**src/rtl/mic1_mem_ctrl.sv**
```systemverilog
// MIC-1 memory controller: a data port (MDR <-> word RAM) and a fetch port
// (MBR <- byte ROM) run independently, each with WAIT_CYCLES extra wait states.
module mic1_mem_ctrl #(
    parameter int ADDR_W      = 10,
    parameter int PADDR_W     = 12,
    parameter int WAIT_CYCLES = 0
) (
    input  logic               clock,
    input  logic               reset,
    input  logic               rd,
    input  logic               wr,
    input  logic               fetch,
    input  logic [31:0]        mar,
    input  logic [31:0]        mdr_out,
    input  logic [31:0]        pc,
    output logic [31:0]        mdr_in,
    output logic               mdr_load,
    output logic [7:0]         mbr_in,
    output logic               mbr_load,
    output logic               data_busy,
    output logic               fetch_busy,
    output logic               err,
    output logic [ADDR_W-1:0]  mem_addr,
    output logic [31:0]        mem_wdata,
    output logic               mem_wren,
    input  logic [31:0]        mem_rdata,
    output logic [PADDR_W-1:0] prog_addr,
    input  logic [7:0]         prog_q
);

    typedef enum logic [1:0] {IDLE, RD_WAIT, RD_DONE, WR_WAIT} data_state_t;
    typedef enum logic [1:0] {F_IDLE, F_WAIT, F_DONE} fetch_state_t;

    localparam logic [2:0] W = 3'(WAIT_CYCLES);

    data_state_t  d_state, d_next;
    fetch_state_t f_state, f_next;
    logic [2:0]   d_cnt, d_cnt_next, f_cnt, f_cnt_next;
    logic         d_start_rd, d_start_wr, d_err, f_start, f_err;
    logic [31:0]  mdr_hold;
    logic [7:0]   mbr_hold;

    // Upper address bits are discarded on purpose (address wrap-around).
    logic unused_addr_bits;
    assign unused_addr_bits = ^{mar[31:ADDR_W], pc[31:PADDR_W]};

    always_ff @(posedge clock) begin
        if (!reset) begin
            d_state <= IDLE;
            f_state <= F_IDLE;
            d_cnt   <= '0;
            f_cnt   <= '0;
        end else begin
            d_state <= d_next;
            f_state <= f_next;
            d_cnt   <= d_cnt_next;
            f_cnt   <= f_cnt_next;
        end
    end

    always_comb begin
        d_next     = d_state;
        d_cnt_next = d_cnt;
        d_start_rd = 1'b0;
        d_start_wr = 1'b0;
        d_err      = 1'b0;
        case (d_state)
            IDLE: begin
                if (rd && wr) begin
                    d_err = 1'b1;
                end else if (rd) begin
                    d_start_rd = 1'b1;
                    d_next     = RD_WAIT;
                    d_cnt_next = W;
                end else if (wr) begin
                    d_start_wr = 1'b1;
                    d_next     = WR_WAIT;
                    d_cnt_next = W;
                end
            end
            RD_WAIT: begin
                if (d_cnt == 3'd0) d_next = RD_DONE;
                else               d_cnt_next = d_cnt - 3'd1;
            end
            RD_DONE: d_next = IDLE;
            WR_WAIT: begin
                if (d_cnt == 3'd0) d_next = IDLE;
                else               d_cnt_next = d_cnt - 3'd1;
            end
            default: d_next = IDLE;
        endcase
        // Any strobe while the port is occupied, including its load cycle, is a protocol error.
        if (d_state != IDLE && (rd || wr)) d_err = 1'b1;
    end

    always_comb begin
        f_next     = f_state;
        f_cnt_next = f_cnt;
        f_start    = 1'b0;
        f_err      = 1'b0;
        case (f_state)
            F_IDLE: begin
                if (fetch) begin
                    f_start    = 1'b1;
                    f_next     = F_WAIT;
                    f_cnt_next = W;
                end
            end
            F_WAIT: begin
                if (f_cnt == 3'd0) f_next = F_DONE;
                else               f_cnt_next = f_cnt - 3'd1;
            end
            F_DONE:  f_next = F_IDLE;
            default: f_next = F_IDLE;
        endcase
        if (f_state != F_IDLE && fetch) f_err = 1'b1;
    end

    always_ff @(posedge clock) begin
        if (!reset) begin
            mem_addr  <= '0;
            mem_wdata <= '0;
            prog_addr <= '0;
            mdr_hold  <= '0;
            mbr_hold  <= '0;
            err       <= 1'b0;
        end else begin
            if (d_start_rd || d_start_wr) mem_addr <= mar[ADDR_W-1:0];
            if (d_start_wr)               mem_wdata <= mdr_out;
            if (f_start)                  prog_addr <= pc[PADDR_W-1:0];
            if (mdr_load)                 mdr_hold  <= mem_rdata;
            if (mbr_load)                 mbr_hold  <= prog_q;
            err <= err | d_err | f_err;
        end
    end

    assign data_busy  = (d_state != IDLE);
    assign fetch_busy = (f_state != F_IDLE);
    assign mdr_load   = (d_state == RD_DONE);
    assign mbr_load   = (f_state == F_DONE);
    assign mem_wren   = (d_state == WR_WAIT) && (d_cnt == 3'd0);
    // The RAM/ROM registered output is forwarded during the load cycle, then held.
    assign mdr_in     = mdr_load ? mem_rdata : mdr_hold;
    assign mbr_in     = mbr_load ? prog_q : mbr_hold;

endmodule

```
**config.mk**
```make
export PLATFORM = sky130hd
export DESIGN_NAME = mic1_mem_ctrl
export DESIGN_NICKNAME = d
export VERILOG_FILES = /design/src/rtl/mic1_mem_ctrl.sv
export SDC_FILE = /design/constraint.sdc
export NUM_CORES = 1
export LEC_CHECK = 0
export ABC_AREA = 1
export ABC_CLOCK_PERIOD_IN_PS = 2500
export CORE_ASPECT_RATIO = 1.5
export CORE_UTILIZATION = 41
export CTS_CLUSTER_DIAMETER = 30
export DETAILED_ROUTE_END_ITERATION = 7
export PLACE_DENSITY = 0.95
export SLEW_MARGIN = 15
export SYNTH_ARGS = -nofsm -noshare
export SYNTH_HDL_FRONTEND = slang
export SYNTH_SLANG_ARGS = --single-unit
```
**constraint.sdc**
```tcl
create_clock -name clock -period 2.5 [get_ports clock]
set_input_delay 0.25 -clock clock [delete_from_list [all_inputs] [get_ports clock]]
set_output_delay 0.25 -clock clock [all_outputs]
set_load 0.1 [all_outputs]
```
Word level (Yosys, flattened, before mapping) --
Cells that the tools add are included.
Cells by class: add/subtract/negate cells 2, equality and inequality tests 13, muxes and demuxes 32, bitwise logic cells 2, reduce and logical (&&, ||, !) cells 19
Operator list (number):
- 32-bit 2-to-1 mux | 1
- 3-bit 2-to-1 mux | 6
- 2-bit 2-to-1 mux | 7
- 2-bit inequality test (second input constant) | 7
- 1-bit 2-to-1 mux | 13
- 3-bit one-hot mux with 2 select lines | 2
- 8-bit 2-to-1 mux | 1
- 2-bit one-hot mux with 4 select lines | 1
- 4-bit AND reduction | 2
- 2-bit nonzero test | 4
- 2-bit equality test (second input constant) | 3
- 3-bit logical NOT | 2
- 3-bit by 1-bit subtractor with 3-bit output (second input constant) | 2
- 2-bit by 1-bit equality test with 1-bit output (second input constant) | 2
- 1-bit logical AND | 4
- 2-bit logical NOT | 2
- 2-bit one-hot mux with 2 select lines | 1
- 3-bit inequality test (second input constant) | 1
- 3-bit AND reduction | 1
- 1-bit logical OR | 2
- 1-bit OR | 2
- 2-bit AND reduction | 1
- 2-bit OR reduction | 1
Word-level totals: register bits after elaboration 105, bits of input ports 141, output and inout port bits 100, logic and storage cells 78

Depth between registers and ports, before layout --
Gate-level depths: netlist of run 1.
depth after elaboration 6, gate-level depth with buffers 9, gate-level depth less buffers 9

Worst setup path before layout of run 1 --
OpenSTA, ideal clock, no wires.
path type register to output, start register f_state[0], end output mbr_in[0], arrival 2079 ps, required time 2250 ps, setup slack 171 ps, cell stages (with the launch flop) 7, buffers on the path 0, cell sequence dfxtp_1 -> inv_2 -> nand2_1 -> inv_1 -> or2_2 -> o21ai_0 -> inv_1
Between the ends: word-level cells in the longest chain between the ends 2
RTL lines:
- start, declared | RTL line 37 | fetch_state_t f_state, f_next;
- start signal, assigned | RTL line 55 | f_state <= f_next;
- 2-bit equality test | RTL line 140 | assign mbr_load = (f_state == F_DONE);
- named net mbr_load | RTL line 19 | output logic mbr_load,
- 8-bit 2-to-1 mux
- end, declared | RTL line 18 | output logic [7:0] mbr_in,
The timed path passes the listed nets, and every way through them passes these cells.

Worst setup path after layout of run 1 --
start register d_state[0], end output mdr_in[31]
Between the ends: word-level cells in the longest chain between the ends 2
RTL lines:
- start, declared | RTL line 36 | data_state_t d_state, d_next;
- start signal, assigned | RTL line 54 | d_state <= d_next;
- 2-bit equality test | RTL line 139 | assign mdr_load = (d_state == RD_DONE);
- 32-bit 2-to-1 mux
- end, declared | RTL line 16 | output logic [31:0] mdr_in,
No other way between the ends.

==> results of run 1 <==
[cell usage after synthesis, drive strengths merged]
master	count
nand3	9
nor3	1
nor2	73
a21oi	52
or2	40
ha	4
inv	94
clkbuf	14
nand2	40
dfxtp	105
buf	15
o21ai	86
nand4	10
[routing by layer]
metal | share of wire | GRT usage
met1 | 0.39 | 0.239
met2 | 0.53 | 0.374
met3 | 0.055 | 0.0530
met4 | 0.027 | 0.0941
met5 | 0 | 0
[critical path, stage by stage, from the launching register on]
cell and delay [ps]:
dfxtp_1 450, inv_2 100, nand2_4 230, inv_4 180, or2_2 300, o21ai_1 100
inv_1 90, buf_12 170
[layout make-up]
class | instances | area, um^2 | share of cell area
Timing Repair Buffer | 204 | 2190 | 0.324
Sequential cell | 105 | 2100 | 0.311
Multi-Input combinational cell | 315 | 1670 | 0.247
Inverter | 94 | 355 | 0.0526
Clock buffer | 13 | 270 | 0.0400
Tap cell | 117 | 146 | 0.0217
Clock inverter | 3 | 22.5 | 0.00333
[cells by family (layout without fill, tap and decap cells)]
| logic type | Yosys count | in the layout | synth area share |
|---|---|---|---|
| and+or+nand+nor | 173 | 173 | 0.192 |
| AOI/OAI and AO/OA | 138 | 138 | 0.187 |
| buffers and inverters | 123 | 314 | 0.118 |
| DFF | 105 | 105 | 0.491 |
| adders and majority gates | 4 | 4 | 0.0117 |
[worst paths after layout]
| check | from | end | slack [ps] | cells after the start |
|---|---|---|---|---|
| setup / recovery | d_state[0] | mdr_in[31] | 270 | 7 |
| hold / removal | d_cnt[0] | d_cnt[0] | 430 | 1 |
| setup reg to reg | d_state[1] | d_cnt[1] | 870 | 5 |
| hold reg to reg | d_cnt[0] | d_cnt[0] | 430 | 1 |
[sequential cells by signal, summed over array words and instances, names as in the netlist]
register	flops
d_cnt	3
d_state	2
err	1
f_cnt	3
f_state	2
mbr_hold	8
mdr_hold	32
mem_addr	10
mem_wdata	32
prog_addr	12
[power breakdown]
| group | total, uW | switching, uW | leakage, uW | internal, uW |
|---|---|---|---|---|
| Combinational | 2700 | 1890 | 0.00219 | 807 |
| Clock | 1380 | 614 | 0.000146 | 762 |
| Sequential | 1880 | 61.7 | 0.000862 | 1820 |
[metrics by stage]
stage | instance area [um^2] | std cells
floorplan | 4280 | 543
global placement | 6460 | 835
detailed placement | 6460 | 835
CTS | 6760 | 851
global route | 6760 | 851
finish | 6760 | 851
==> qor.csv, run 1 <==
stage,metric,value,unit
layout,final_cell_mix,"dfxtp_1, clkdlybuf4s50_1, inv_1",
floorplan,io_pins,241,
clock_tree,root_buffer,clkbuf_16,
critical_path,cp-end-kind,output port,
sta,fin_setup_tns,0,ps
placed_design,post-place-ws,613,ps
layout,utilization,0.667,
power,cellPowerDensity,881,mW/mm^2
routing,routed_wl,11.2,mm
layout,syn2layout_area_growth,58.0,%
power,peakVddDrop,0.481,mV
placed_design,gp_congestion,0.794,
sta,fmax,449,MHz
clock_tree,cts_resized,0,
clock_tree,cts_tree,yes,
power,total_power,5950,uW
sta,finalCritPeriodShare,0.891,
sta,finalSetupViolCount,0,
sta,drv_slew,0,
grt,grt_overflow,0,
sta,hold_slack,429,ps
clock_tree,post_cts_buffers,0,
layout,final_nets,874,
floorplan,die_x,85.4,um
sta,relSlewSlack,0.330,
routing,vias_per_cell,4.82,
synth,ys_ff_latch,105,
clock_tree,h-tree-depth,3,
sta,worst_pin_slew,1010,ps
critical_path,startpoint_type,register,
grt,grt_max_degree,65,
layout,antenna_cells,0,
routing,drcViolationCount,0,
floorplan,rows,45,
synth,syn-cell-area,0.00428,mm^2
run,maxCapViolCount,0,
layout,drive_gt1_frac,0.238,
synth,synth_area_per_cell,7.88,um^2
routing,drt_first_pass_iters,4,
grt,grt_pass1_wl,18.3,mm
synth,yosysWarnings,0,
synth,synth_nets,688,
synth,synth_top_cell_by_area,dfxtp_1,
routing,postRouteAntennaNets,0,
run_status,outcome,"finished, final reports clean",
sta,period_minus_slack,2230,ps
routing,dr.first_iter.drc_count,178,
sta,rsz0062_at_grt,no,
critical_path,crit_required,2250,ps
min_path,hp-class,reg -> reg,
floorplan,die_area,0.0109,mm^2
clock_tree,path_clk_slew,70,ps
critical_path,cp_data_arrival_time,1980,ps
critical_path,critPathKind,reg -> out,
floorplan,core_area,0.0101,mm^2
synth,syn_inst,543,
clock_tree,cts_buffer_depth,2,
synth,yosysTopAreaCellShare,0.491,
placed_design,io_buffers,198,
sta,fin_ws,273,ps
grt,grt_pass1_vias,3879,
routing,vias,4098,
synth,ys_seq_area_frac,0.491,
power,p_leak,0.00320,uW
floorplan,die_h,127,um
layout,layout_commonest_cell,dfxtp_1,
sta,hold_viol,0,
sta,fin_skew,8.21,ps
clock_tree,cts_sinks,105,
grt,antenna_found_initial,0,
routing,routedWlPerCell,13.2,um
critical_path,path_max_fanout,33,
floorplan,initial_core_util,0.422,
layout,fillerInstances,770,
clock_tree,cts_buffers,9,
synth,synth_area_leaders,"dfxtp_1, inv_1, o21ai_0, a21oi_1, nor2_1",
clock_tree,insertion_delay,340,ps
clock_tree,hold_buffers,0,
placed_design,dp_hpwl,8.14,mm
grt,grt_use_total,0.212,
synth,synth.distinct_cells,25,
No activity file was read; power rests on OpenSTA's default activity.
==> inputs of run 2 (changes only) <==
CAP_MARGIN = 25   (was default)
==> results of run 2 <==
The final DEF is identical to that of run 1; final timing and power are the same.
